`config.mk`:
```
export PLATFORM = sky130hd
export DESIGN_NAME = clk_div_multi
export DESIGN_NICKNAME = d
export VERILOG_FILES = /design/src/rtl/clk_div_pkg.sv /design/src/rtl/clk_div_chan.sv /design/src/rtl/clk_div_multi.sv
export SDC_FILE = /design/constraint.sdc
export NUM_CORES = 1
export LEC_CHECK = 0
export CORE_UTILIZATION = 35
export CTS_BUF_LIST = sky130_fd_sc_hd__clkbuf_8
export CTS_CLUSTER_SIZE = 40
export DETAILED_ROUTE_END_ITERATION = 7
export GPL_TIMING_DRIVEN = 0
export PLACE_DENSITY_LB_ADDON = 0.05
export SLEW_MARGIN = 20
export SYNTH_ARGS = -nofsm -noshare
export SYNTH_HDL_FRONTEND = slang
export SYNTH_SLANG_ARGS = --single-unit
```
`constraint.sdc`:
```
create_clock -name clk -period 10.7 [get_ports clk]
set_input_delay 2.675 -clock clk [delete_from_list [all_inputs] [get_ports clk]]
set_output_delay 2.675 -clock clk [all_outputs]
set_load 0.05 [all_outputs]
```
`src/rtl/clk_div_pkg.sv`:
```
// Shared types and capture-time clamping for clk_div_multi (CLK_DIV_MULTI_SYNC_EN adds sync).
// Values pass through 32-bit containers, so any channel width up to 32 uses the same helpers.
package clk_div_pkg;

  typedef enum logic {
    STOP = 1'b0,
    RUN  = 1'b1
  } chan_state_e;

  localparam int unsigned CW = 32;

  function automatic logic [CW-1:0] clamp_div(input logic [CW-1:0] d);
    return (d < 32'd2) ? 32'd2 : d;
  endfunction

  // Expects an already-clamped divisor so the high time always leaves one low cycle.
  function automatic logic [CW-1:0] clamp_high(input logic [CW-1:0] h, input logic [CW-1:0] d);
    if (h == '0) return 32'd1;
    if (h >= d) return d - 32'd1;
    return h;
  endfunction

  function automatic logic [CW-1:0] def_high(input int unsigned d);
    return CW'(d / 2);
  endfunction

endpackage

```
`src/rtl/clk_div_chan.sv`:
```
// One divider channel: counter, shadow ratio and STOP/RUN FSM; outputs registered, 1-cycle latency.
// Runtime loads while running are deferred to the next wrap (or sync with CLK_DIV_MULTI_SYNC_EN).
module clk_div_chan
  import clk_div_pkg::*;
#(
  parameter int unsigned W       = 16,
  parameter int unsigned DEF_DIV = 2
) (
  input  logic         clk_i,
  input  logic         reset_i,
  input  logic         ena_i,
  input  logic         en_i,
  input  logic         load_i,
  input  logic [W-1:0] div_i,
  input  logic [W-1:0] high_i,
`ifdef CLK_DIV_MULTI_SYNC_EN
  input  logic         sync_i,
`endif
  output logic         clk_out_o,
  output logic         tick_o,
  output logic         pending_o
);

  chan_state_e  state_q;
  logic [W-1:0] cnt_q, adiv_q, ahigh_q, sdiv_q, shigh_q;
  logic         pend_q, clk_out_q, tick_q;

  logic [W-1:0] cdiv, chigh, cnt_inc, apply_div, apply_high;
  logic         wrap, sync_hit;

  assign cdiv    = W'(clamp_div(32'(div_i)));
  assign chigh   = W'(clamp_high(32'(high_i), 32'(cdiv)));
  assign cnt_inc = cnt_q + 1'b1;
  assign wrap    = (cnt_q == adiv_q - 1'b1);

  // A load in the same cycle as an apply point wins over an older shadow.
  assign apply_div  = load_i ? cdiv  : (pend_q ? sdiv_q  : adiv_q);
  assign apply_high = load_i ? chigh : (pend_q ? shigh_q : ahigh_q);

`ifdef CLK_DIV_MULTI_SYNC_EN
  assign sync_hit = sync_i;
`else
  assign sync_hit = 1'b0;
`endif

  always_ff @(posedge clk_i) begin
    if (reset_i) begin
      state_q   <= STOP;
      cnt_q     <= '0;
      adiv_q    <= W'(DEF_DIV);
      ahigh_q   <= W'(def_high(DEF_DIV));
      sdiv_q    <= W'(DEF_DIV);
      shigh_q   <= W'(def_high(DEF_DIV));
      pend_q    <= 1'b0;
      clk_out_q <= 1'b0;
      tick_q    <= 1'b0;
    end else begin
      case (state_q)
        STOP: begin
          cnt_q     <= '0;
          clk_out_q <= 1'b0;
          tick_q    <= 1'b0;
          pend_q    <= 1'b0;
          if (load_i) begin
            adiv_q  <= cdiv;
            ahigh_q <= chigh;
            sdiv_q  <= cdiv;
            shigh_q <= chigh;
          end
          if (en_i && ena_i) begin
            state_q   <= RUN;
            clk_out_q <= 1'b1;
            tick_q    <= 1'b1;
          end
        end
        RUN: begin
          if (!en_i || sync_hit || (ena_i && wrap)) begin
            // Every apply point: new ratio takes effect and a fresh period starts (or the channel stops).
            adiv_q    <= apply_div;
            ahigh_q   <= apply_high;
            sdiv_q    <= apply_div;
            shigh_q   <= apply_high;
            pend_q    <= 1'b0;
            cnt_q     <= '0;
            clk_out_q <= en_i;
            tick_q    <= en_i;
            if (!en_i) state_q <= STOP;
          end else begin
            tick_q <= 1'b0;
            if (ena_i) begin
              cnt_q     <= cnt_inc;
              clk_out_q <= (cnt_inc < ahigh_q);
            end
            if (load_i) begin
              sdiv_q  <= cdiv;
              shigh_q <= chigh;
              pend_q  <= 1'b1;
            end
          end
        end
        default: state_q <= STOP;
      endcase
    end
  end

  assign clk_out_o = clk_out_q;
  assign tick_o    = tick_q;
  assign pending_o = pend_q;

endmodule

```
`src/rtl/clk_div_multi.sv`:
```
// CH independent programmable dividers sharing ena (and sync under CLK_DIV_MULTI_SYNC_EN).
// Outputs are registered clk-domain levels/pulses, one cycle after the controlling input.
module clk_div_multi
  import clk_div_pkg::*;
#(
  parameter int unsigned CH      = 2,
  parameter int unsigned W       = 16,
  parameter int unsigned DEF_DIV = 2
) (
  input  logic            clk,
  input  logic            reset,
  input  logic            ena,
  input  logic [CH-1:0]   en,
  input  logic [CH-1:0]   load,
  input  logic [CH*W-1:0] div,
  input  logic [CH*W-1:0] high,
`ifdef CLK_DIV_MULTI_SYNC_EN
  input  logic            sync,
`endif
  output logic [CH-1:0]   clk_out,
  output logic [CH-1:0]   tick,
  output logic [CH-1:0]   pending
);

  for (genvar i = 0; i < CH; i++) begin : g_ch
    clk_div_chan #(
      .W       (W),
      .DEF_DIV (DEF_DIV)
    ) u_chan (
      .clk_i     (clk),
      .reset_i   (reset),
      .ena_i     (ena),
      .en_i      (en[i]),
      .load_i    (load[i]),
      .div_i     (div[i*W +: W]),
      .high_i    (high[i*W +: W]),
`ifdef CLK_DIV_MULTI_SYNC_EN
      .sync_i    (sync),
`endif
      .clk_out_o (clk_out[i]),
      .tick_o    (tick[i]),
      .pending_o (pending[i])
    );
  end

endmodule

```
==> key figures <==
Logic synthesis
  • Cell Area, Synth: 0.0122 mm2
  • Cells after Synth: 1572
  • Cell taking the most area after synthesis: dfxtp_1
  • Distinct cell type count after synthesis: 79
  • Synth async-reset ratio: 0
  • Commonest cells post-synth: 178 x nand2_1, 168 x dfxtp_1, 106 x nor2_1
  • Number of synthesized flops with an enable pin: 0
  • FF+latch count, synth: 168
  • Count leader, synth: nand2_1
  • Seq/Total Area, Yosys: 0.275
  • Mean Syn Cell Area: 7.78 um2
  • Leading post-synthesis cells by cell area: dfxtp_1 27%, ha_1 7.0%, mux2i_1 6.4%
  • YS warnings: 0
  • Synthesized Nets: 1711
  • Area share of the largest cell type after synthesis: 0.275
  • Top_reg_cell synth: dfxtp_1

Route
  • Drt total wl: 45000 um
  • Routed wire per std cell: 21.2 um
  • Initial DRC count: 782
  • Routed vias: 12100
  • DRC: 0
  • Vias per cell: 5.68
  • Antenna Nets Post-Route: 0
  • Drt first pass iters: 8

Placement
  • DP Wirelength: 34900 um
  • IO buf count: 69
  • RePlAce Congestion: 0.860
  • Placement Cell Area: 0.0135 mm2

Run status
  • Status: finished, final reports clean

Floorplan
  • Starting Density: 0.355
  • Number of top-level pins: 77
  • Core area: 0.0345 mm2
  • Row count: 68
  • Full die area: 0.0357 mm2
  • Die Wd: 189 um
  • Die Y: 189 um

Pwr
  • Max IR drop VDD: 0.0786 mV
  • Logic pwr share: 0.246
  • Clk network pwr share: 0.309
  • Power Internal: 0.993 mW
  • Sw Ratio: 0.370
  • Lkg Pwr: 5.32 nW
  • NetSw: 0.582 mW
  • PwrDens: 113 mW/mm2
  • Sequential fraction of design power: 0.445

Clock tree
  • Clk sinks: 168
  • Clock Tree Root: clkbuf_8
  • CTS Hold Bufs: 0
  • CTS tree: yes
  • Worst-Skew Late Latency: 0.52 ns
  • Clk slew on worst S/H paths: 0.11 ns
  • Max Buffers Root-to-Sink: 2
  • Cts bufs inserted: 17
  • Post-CTS setup buffers: 0
  • Number of gates resized after cts: 0
  • CTS HTree Levels: 4

Timing
  • Slew margin rel.: 0.395
  • Hold Fails Final Rpt: 0
  • Setup violators final: 0
  • Fmax: 0.125 GHz
  • Period utilization: 0.747
  • Setup TNS: 0 ns
  • Min cycle time layout: 7.99 ns
  • Worst Tran Pin Value: 0.907 ns
  • Final Max Tran Viols: 0
  • RSZ-0062 raised after global routing: false
  • Post-Route Skew: 0.0249 ns
  • Hold_ws: 0.492 ns

Finish
  • Area occupied by multi-input gates: 0.00795 mm2
  • Fill cell count: 3642
  • Ant diodes: 0
  • Area delta synth->final: 13.6%
  • Layout cells sized above 1: 0.0496
  • Sequential cell area: 0.00336 mm2
  • Final Util: 0.403
  • Post-route design area: 0.0139 mm2
  • # nets final: 1799

Setup path
  • Crit Reg-Reg Startpoint: g_ch[0].u_chan.adiv_q[0]
  • Setup crit end kind: flop
  • Setup CP Type: primary input to flop
  • CP Max Fanout: 10
  • Worst r2r dst: g_ch[0].u_chan.adiv_q[15]
  • Crit path arrival time: 8.36 ns
  • Setup crit start kind: primary input
  • Setup slack, reg-to-reg: 6.53 ns
  • Worst EP required: 11.07 ns
  • Worst r2r path cells: 12

Min path
  • HP Start: g_ch[1].u_chan.shigh_q[6]
  • Worst min path class: flop to flop
  • Hold path cells: 2
  • Worst Hold Path EP: g_ch[1].u_chan.ahigh_q[6]

Global routing
  • GRT overflow: 0
  • First-pass GRT wire length: 69800 um
  • Total GRT Usage: 0.254
  • Initial antenna violation count: 0
  • Vias in the first global route: 11900
  • Largest net degree at the start of global routing: 20

Job
  • Number of max-cap violations: 0
-- through the flow --
stage | setup WS (ns) | power [mW] | cells
2_1_floorplan | 4.01 | 0.953 | 1572
5_1_grt | 2.48 | 1.65 | 2128
3_5_place_dp | 2.17 | 1.10 | 2096
6_report | 2.71 | 1.58 | 2128
3_3_place_gp | 2.23 | 1.10 | 2096
4_1_cts | 2.73 | 1.59 | 2128
-- power groups by stage --
| stage | sequential [mW] | combinational, mW | clock, mW |
|---|---|---|---|
| 2_1_floorplan | 0.701 | 0.253 | 0 |
| 3_5_place_dp | 0.714 | 0.385 | 0 |
| 5_1_grt | 0.706 | 0.427 | 0.521 |
| 4_1_cts | 0.700 | 0.387 | 0.499 |
| 6_report | 0.701 | 0.388 | 0.487 |
| 3_3_place_gp | 0.714 | 0.383 | 0 |
-- registers in the layout, indices dropped and copies added (netlist names) --
name	cells
g_ch.u_chan.pending_o	2
g_ch.u_chan.ahigh_q	32
g_ch.u_chan.shigh_q	32
g_ch.u_chan.state_q	2
g_ch.u_chan.tick_o	2
g_ch.u_chan.cnt_q	32
g_ch.u_chan.adiv_q	32
g_ch.u_chan.clk_out_o	2
g_ch.u_chan.sdiv_q	32
-- how the worst max path moves through the flow --
stage               startpoint  cells past startpoint  slack, ns                         to
global placement       div[28]                     16       2.23  g_ch[1].u_chan.ahigh_q[3]
detailed placement     div[28]                     16       2.17  g_ch[1].u_chan.ahigh_q[3]
finish                 div[28]                     16       2.71  g_ch[1].u_chan.ahigh_q[3]
global route           div[28]                     16       2.48  g_ch[1].u_chan.ahigh_q[3]
CTS                    div[28]                     16       2.73  g_ch[1].u_chan.ahigh_q[3]
floorplan              div[28]                     15       4.01  g_ch[1].u_chan.ahigh_q[7]
-- per-layer routing --
| metal | GRT usage | up-vias | wire [um] |
|---|---|---|---|
| met3 | 0.0310 | 64 | 1750 |
| li1 | - | 5873 | - |
| met2 | 0.445 | 338 | 22100 |
| met5 | 0 | - | 0 |
| met4 | 0.100 | 0 | 1470 |
| met1 | 0.315 | 5812 | 19700 |
-- logic make-up after synthesis --
logic type / count (synthesis) / synth area share
AO/OA/AOI/OAI: 373 / 0.218
flip-flops: 168 / 0.275
XOR/XNOR: 117 / 0.0849
multiplexers: 78 / 0.0638
AND/OR/NAND/NOR: 540 / 0.213
adder cells (fa/ha/maj): 68 / 0.0696
buffers and inverters: 228 / 0.0754
-- final cells by class --
| type | instances | share of cell area |
|---|---|---|
| Inverter | 96 | 0.0259 |
| Timing Repair Buffer | 69 | 0.0497 |
| Clock inverter | 15 | 0.0125 |
| Sequential cell | 168 | 0.242 |
| Multi-Input combinational cell | 1176 | 0.572 |
| Clock buffer | 17 | 0.0168 |
| Buffer | 132 | 0.0404 |
| Tap cell | 455 | 0.0410 |
-- layout by cell type (no fill, tap or decap), types with 9 or more instances in the layout --
cell | synthesis | routed
a211oi_1 | 28 | 28
a21o_1 | 22 | 22
a21oi_1 | 37 | 37
a221oi_1 | 16 | 16
a222oi_1 | 13 | 13
a311oi_1 | 37 | 37
a31oi_1 | 24 | 24
and3_1 | 19 | 19
buf_2 | 14 | 14
buf_4 | 9 | 9
clkbuf_1 | 101 | 101
clkbuf_8 | 0 | 17
clkdlybuf4s50_1 | 0 | 69
dfxtp_1 | 168 | 168
ha_1 | 68 | 68
inv_1 | 95 | 95
mux2i_1 | 78 | 78
nand2_1 | 178 | 178
nand2b_1 | 23 | 23
nand3_1 | 54 | 54
nand4_1 | 18 | 18
nor2_1 | 106 | 106
nor3_1 | 54 | 54
nor4_1 | 25 | 25
o21ai_0 | 102 | 102
o2bb2ai_1 | 10 | 10
or4_1 | 12 | 12
xnor2_1 | 54 | 54
xor2_1 | 62 | 62
-- worst max-delay path, cell delays in order --
cell             delay, ns
clkdlybuf4s50_1       0.48
or4_1                 0.63
or4_1                 0.59
nand2b_1              0.21
o31ai_1               0.51
inv_1                 0.17
ha_1                  0.30
nand2b_1              0.13
a211oi_1              0.25
o21ai_0               0.15
a221oi_1              0.41
clkbuf_1              0.46
clkbuf_1              0.39
nor3_1                0.12
o31ai_1               0.63
a222oi_1              0.24
No activity file was read; power rests on OpenSTA's default activity.
==> RTL change, RTL diff (same flow settings) <==
Build with the macro `CLK_DIV_MULTI_SYNC_EN` defined.
--- a/src/rtl/clk_div_chan.sv
+++ b/src/rtl/clk_div_chan.sv
@@ -1,5 +1,7 @@
 // One divider channel: counter, shadow ratio and STOP/RUN FSM; outputs registered, 1-cycle latency.
 // Runtime loads while running are deferred to the next wrap (or sync with CLK_DIV_MULTI_SYNC_EN).
+`define CLK_DIV_MULTI_SYNC_EN
+
 module clk_div_chan
   import clk_div_pkg::*;
 #(
Ports: changed (added sync); port bits go from 77 to 78. The function was not compared with the original's and may differ.
==> RTL change against the original RTL <==
Sequential power increased by 0.7%. Highest routed layer unchanged. Via count increased by 1.1%. Setup slack better by 1000 ps. Routed wire length rose by 3.0%. Final area increased by 1.4%. Synthesized area is 1.3% higher. Global-route usage rose by 0.38 points. Die area grew 1.3%. Largest power group unchanged. Final cell count shrank 0.28%. Maximum frequency up 14%. Sequential cell count is the same. Register-to-register slack better by 70 ps. Hold slack gained 14 ps. Power rose by 1.3%.
==> RTL change: results (changes against the original RTL) <==
Global Route Usage Sum 25.8% (+0.38 points); dpl ws 2840 ps (+665 ps); Tightest Pin Transition 950 ps (+42.9 ps); Max VDD drop 0.0782 mV (-0.47%); clk slew on worst S/H paths 90 ps (-20 ps); CTS root buf clkbuf_8; Synth warnings 0 (unchanged); outcome completed; sequential area share after synthesis 27.1% (-0.35 points); fin nets 1797 (-0.11%); clk_skew 18.5 ps (-6.43 ps); port buffer count 72 (+4.3%); Area after DPL 13700 um2 (+1.4%); drt pass-1 iters 7 (-1); RD Place Congestion 0.883 (+2.6%); top post-synthesis cells by count dfxtp_1 (168), nand2_1 (132), clkbuf_1 (100); Worst Setup SP div[22]; launch point of the worst hold path g_ch[0].u_chan.sdiv_q[14]$_SDFF_PP0_; layout cells sized above 1 4.92% (-0.042 points); Mapped Nets 1706 (-0.29%); largest net degree at the start of global routing 17 (-15%); WL final 46400 um (+3.0%); hpwl dp 35500 um (+1.6%); P_leak 5.10 nW (-4.2%); number of distinct library cells after synthesis 70 (-11%); Skew-Pair Late Insertion Delay 500 ps (-20 ps); vias in the first global route 11700 (-1.5%); first-pass GRT wire length 71400 um (+2.3%); final-layout fill cell count 3657 (+0.41%); Arr. time, crit path 7330 ps (-1030 ps); synth top area cells dfxtp_1 (27%), mux2i_1 (6.9%), ha_1 (6.9%), xnor2_1 (4.5%), nand2_1 (4.0%); Initial DRC Count 769 (-1.7%)
[RTL change: changes by cell type after synthesis, sizes merged, moves of 13 or more]
cell / delta
o221ai: +22
o21ai: -36
a222oi: -13
a31oi: -13
inv: -20
nand2: -47
nand3: +17
a21oi: +15
o211ai: +41
[RTL change: worst max-delay path: stages]
cell	delay (ps)
clkdlybuf4s50_1	530
nor4_2	720
nand4_1	300
o31ai_2	660
inv_1	100
ha_1	290
nand2b_1	140
a31oi_1	150
o21ai_0	130
a221oi_1	420
o21ai_1	310
clkbuf_1	290
o211ai_1	440
o221ai_1	170
[RTL change: kinds of logic (layout without fill, tap and decap cells)]
group                      count (synthesis)  after routing  synth area share (%)
muxes                                     92             92                  7.49
and+or+nand+nor                          546            546                  22.4
xor gates and xnor gates                 119            119                  8.41
AOI/OAI and AO/OA                        362            362                  20.8
DFF                                      168            168                  27.1
adders and majority gates                 68             68                  6.87
buffers and inverters                    211            312                  6.85
[RTL change: layer usage]
metal	share of wire [%]	GRT usage (%)	wire length, um
met5	0	0	0
met4	3.2	9.05	1500
met1	44	32.8	20500
met3	4.0	3.12	1870
met2	49	44.7	22500
[RTL change: report_power, final]
part           internal, mW  switching, mW  total, mW  leakage [nW]
Clock                 0.244          0.257      0.501         0.197
Sequential            0.668         0.0376      0.706          1.38
Combinational         0.149          0.240      0.390          3.52
Total                  1.06          0.535       1.60          5.10
[RTL change: layout make-up]
cell class,instances,share of cell area [%]
clock buffer,20,1.95
tap,455,4.04
sequential,168,23.9
multi-input combinational,1187,58.1
clock inverter,9,0.905
buffer,135,3.99
timing repair buffer,72,5.11
inverter,76,2.02
[RTL change: path summary, 6_finish.rpt]
kind,endpoint,slack (ps),depth (start not counted)
min reg2reg,g_ch[0].u_chan.sdiv_q[14]$_SDFF_PP0_,510,2
min,g_ch[0].u_chan.sdiv_q[14]$_SDFF_PP0_,510,2
max reg2reg,g_ch[1].u_chan.cnt_q[2]$_SDFFE_PP0P_,6600,13
max,g_ch[1].u_chan.shigh_q[9]$_SDFF_PP0_,3710,14
[RTL change: metrics by stage]
step / cells / total power, mW / utilization (%)
floorplan: 1566 / 0.955 / -
global placement: 2093 / 1.10 / 39.4
detailed placement: 2093 / 1.11 / 39.4
CTS: 2122 / 1.61 / 40.6
global route: 2122 / 1.67 / 40.6
finish: 2122 / 1.60 / 40.6
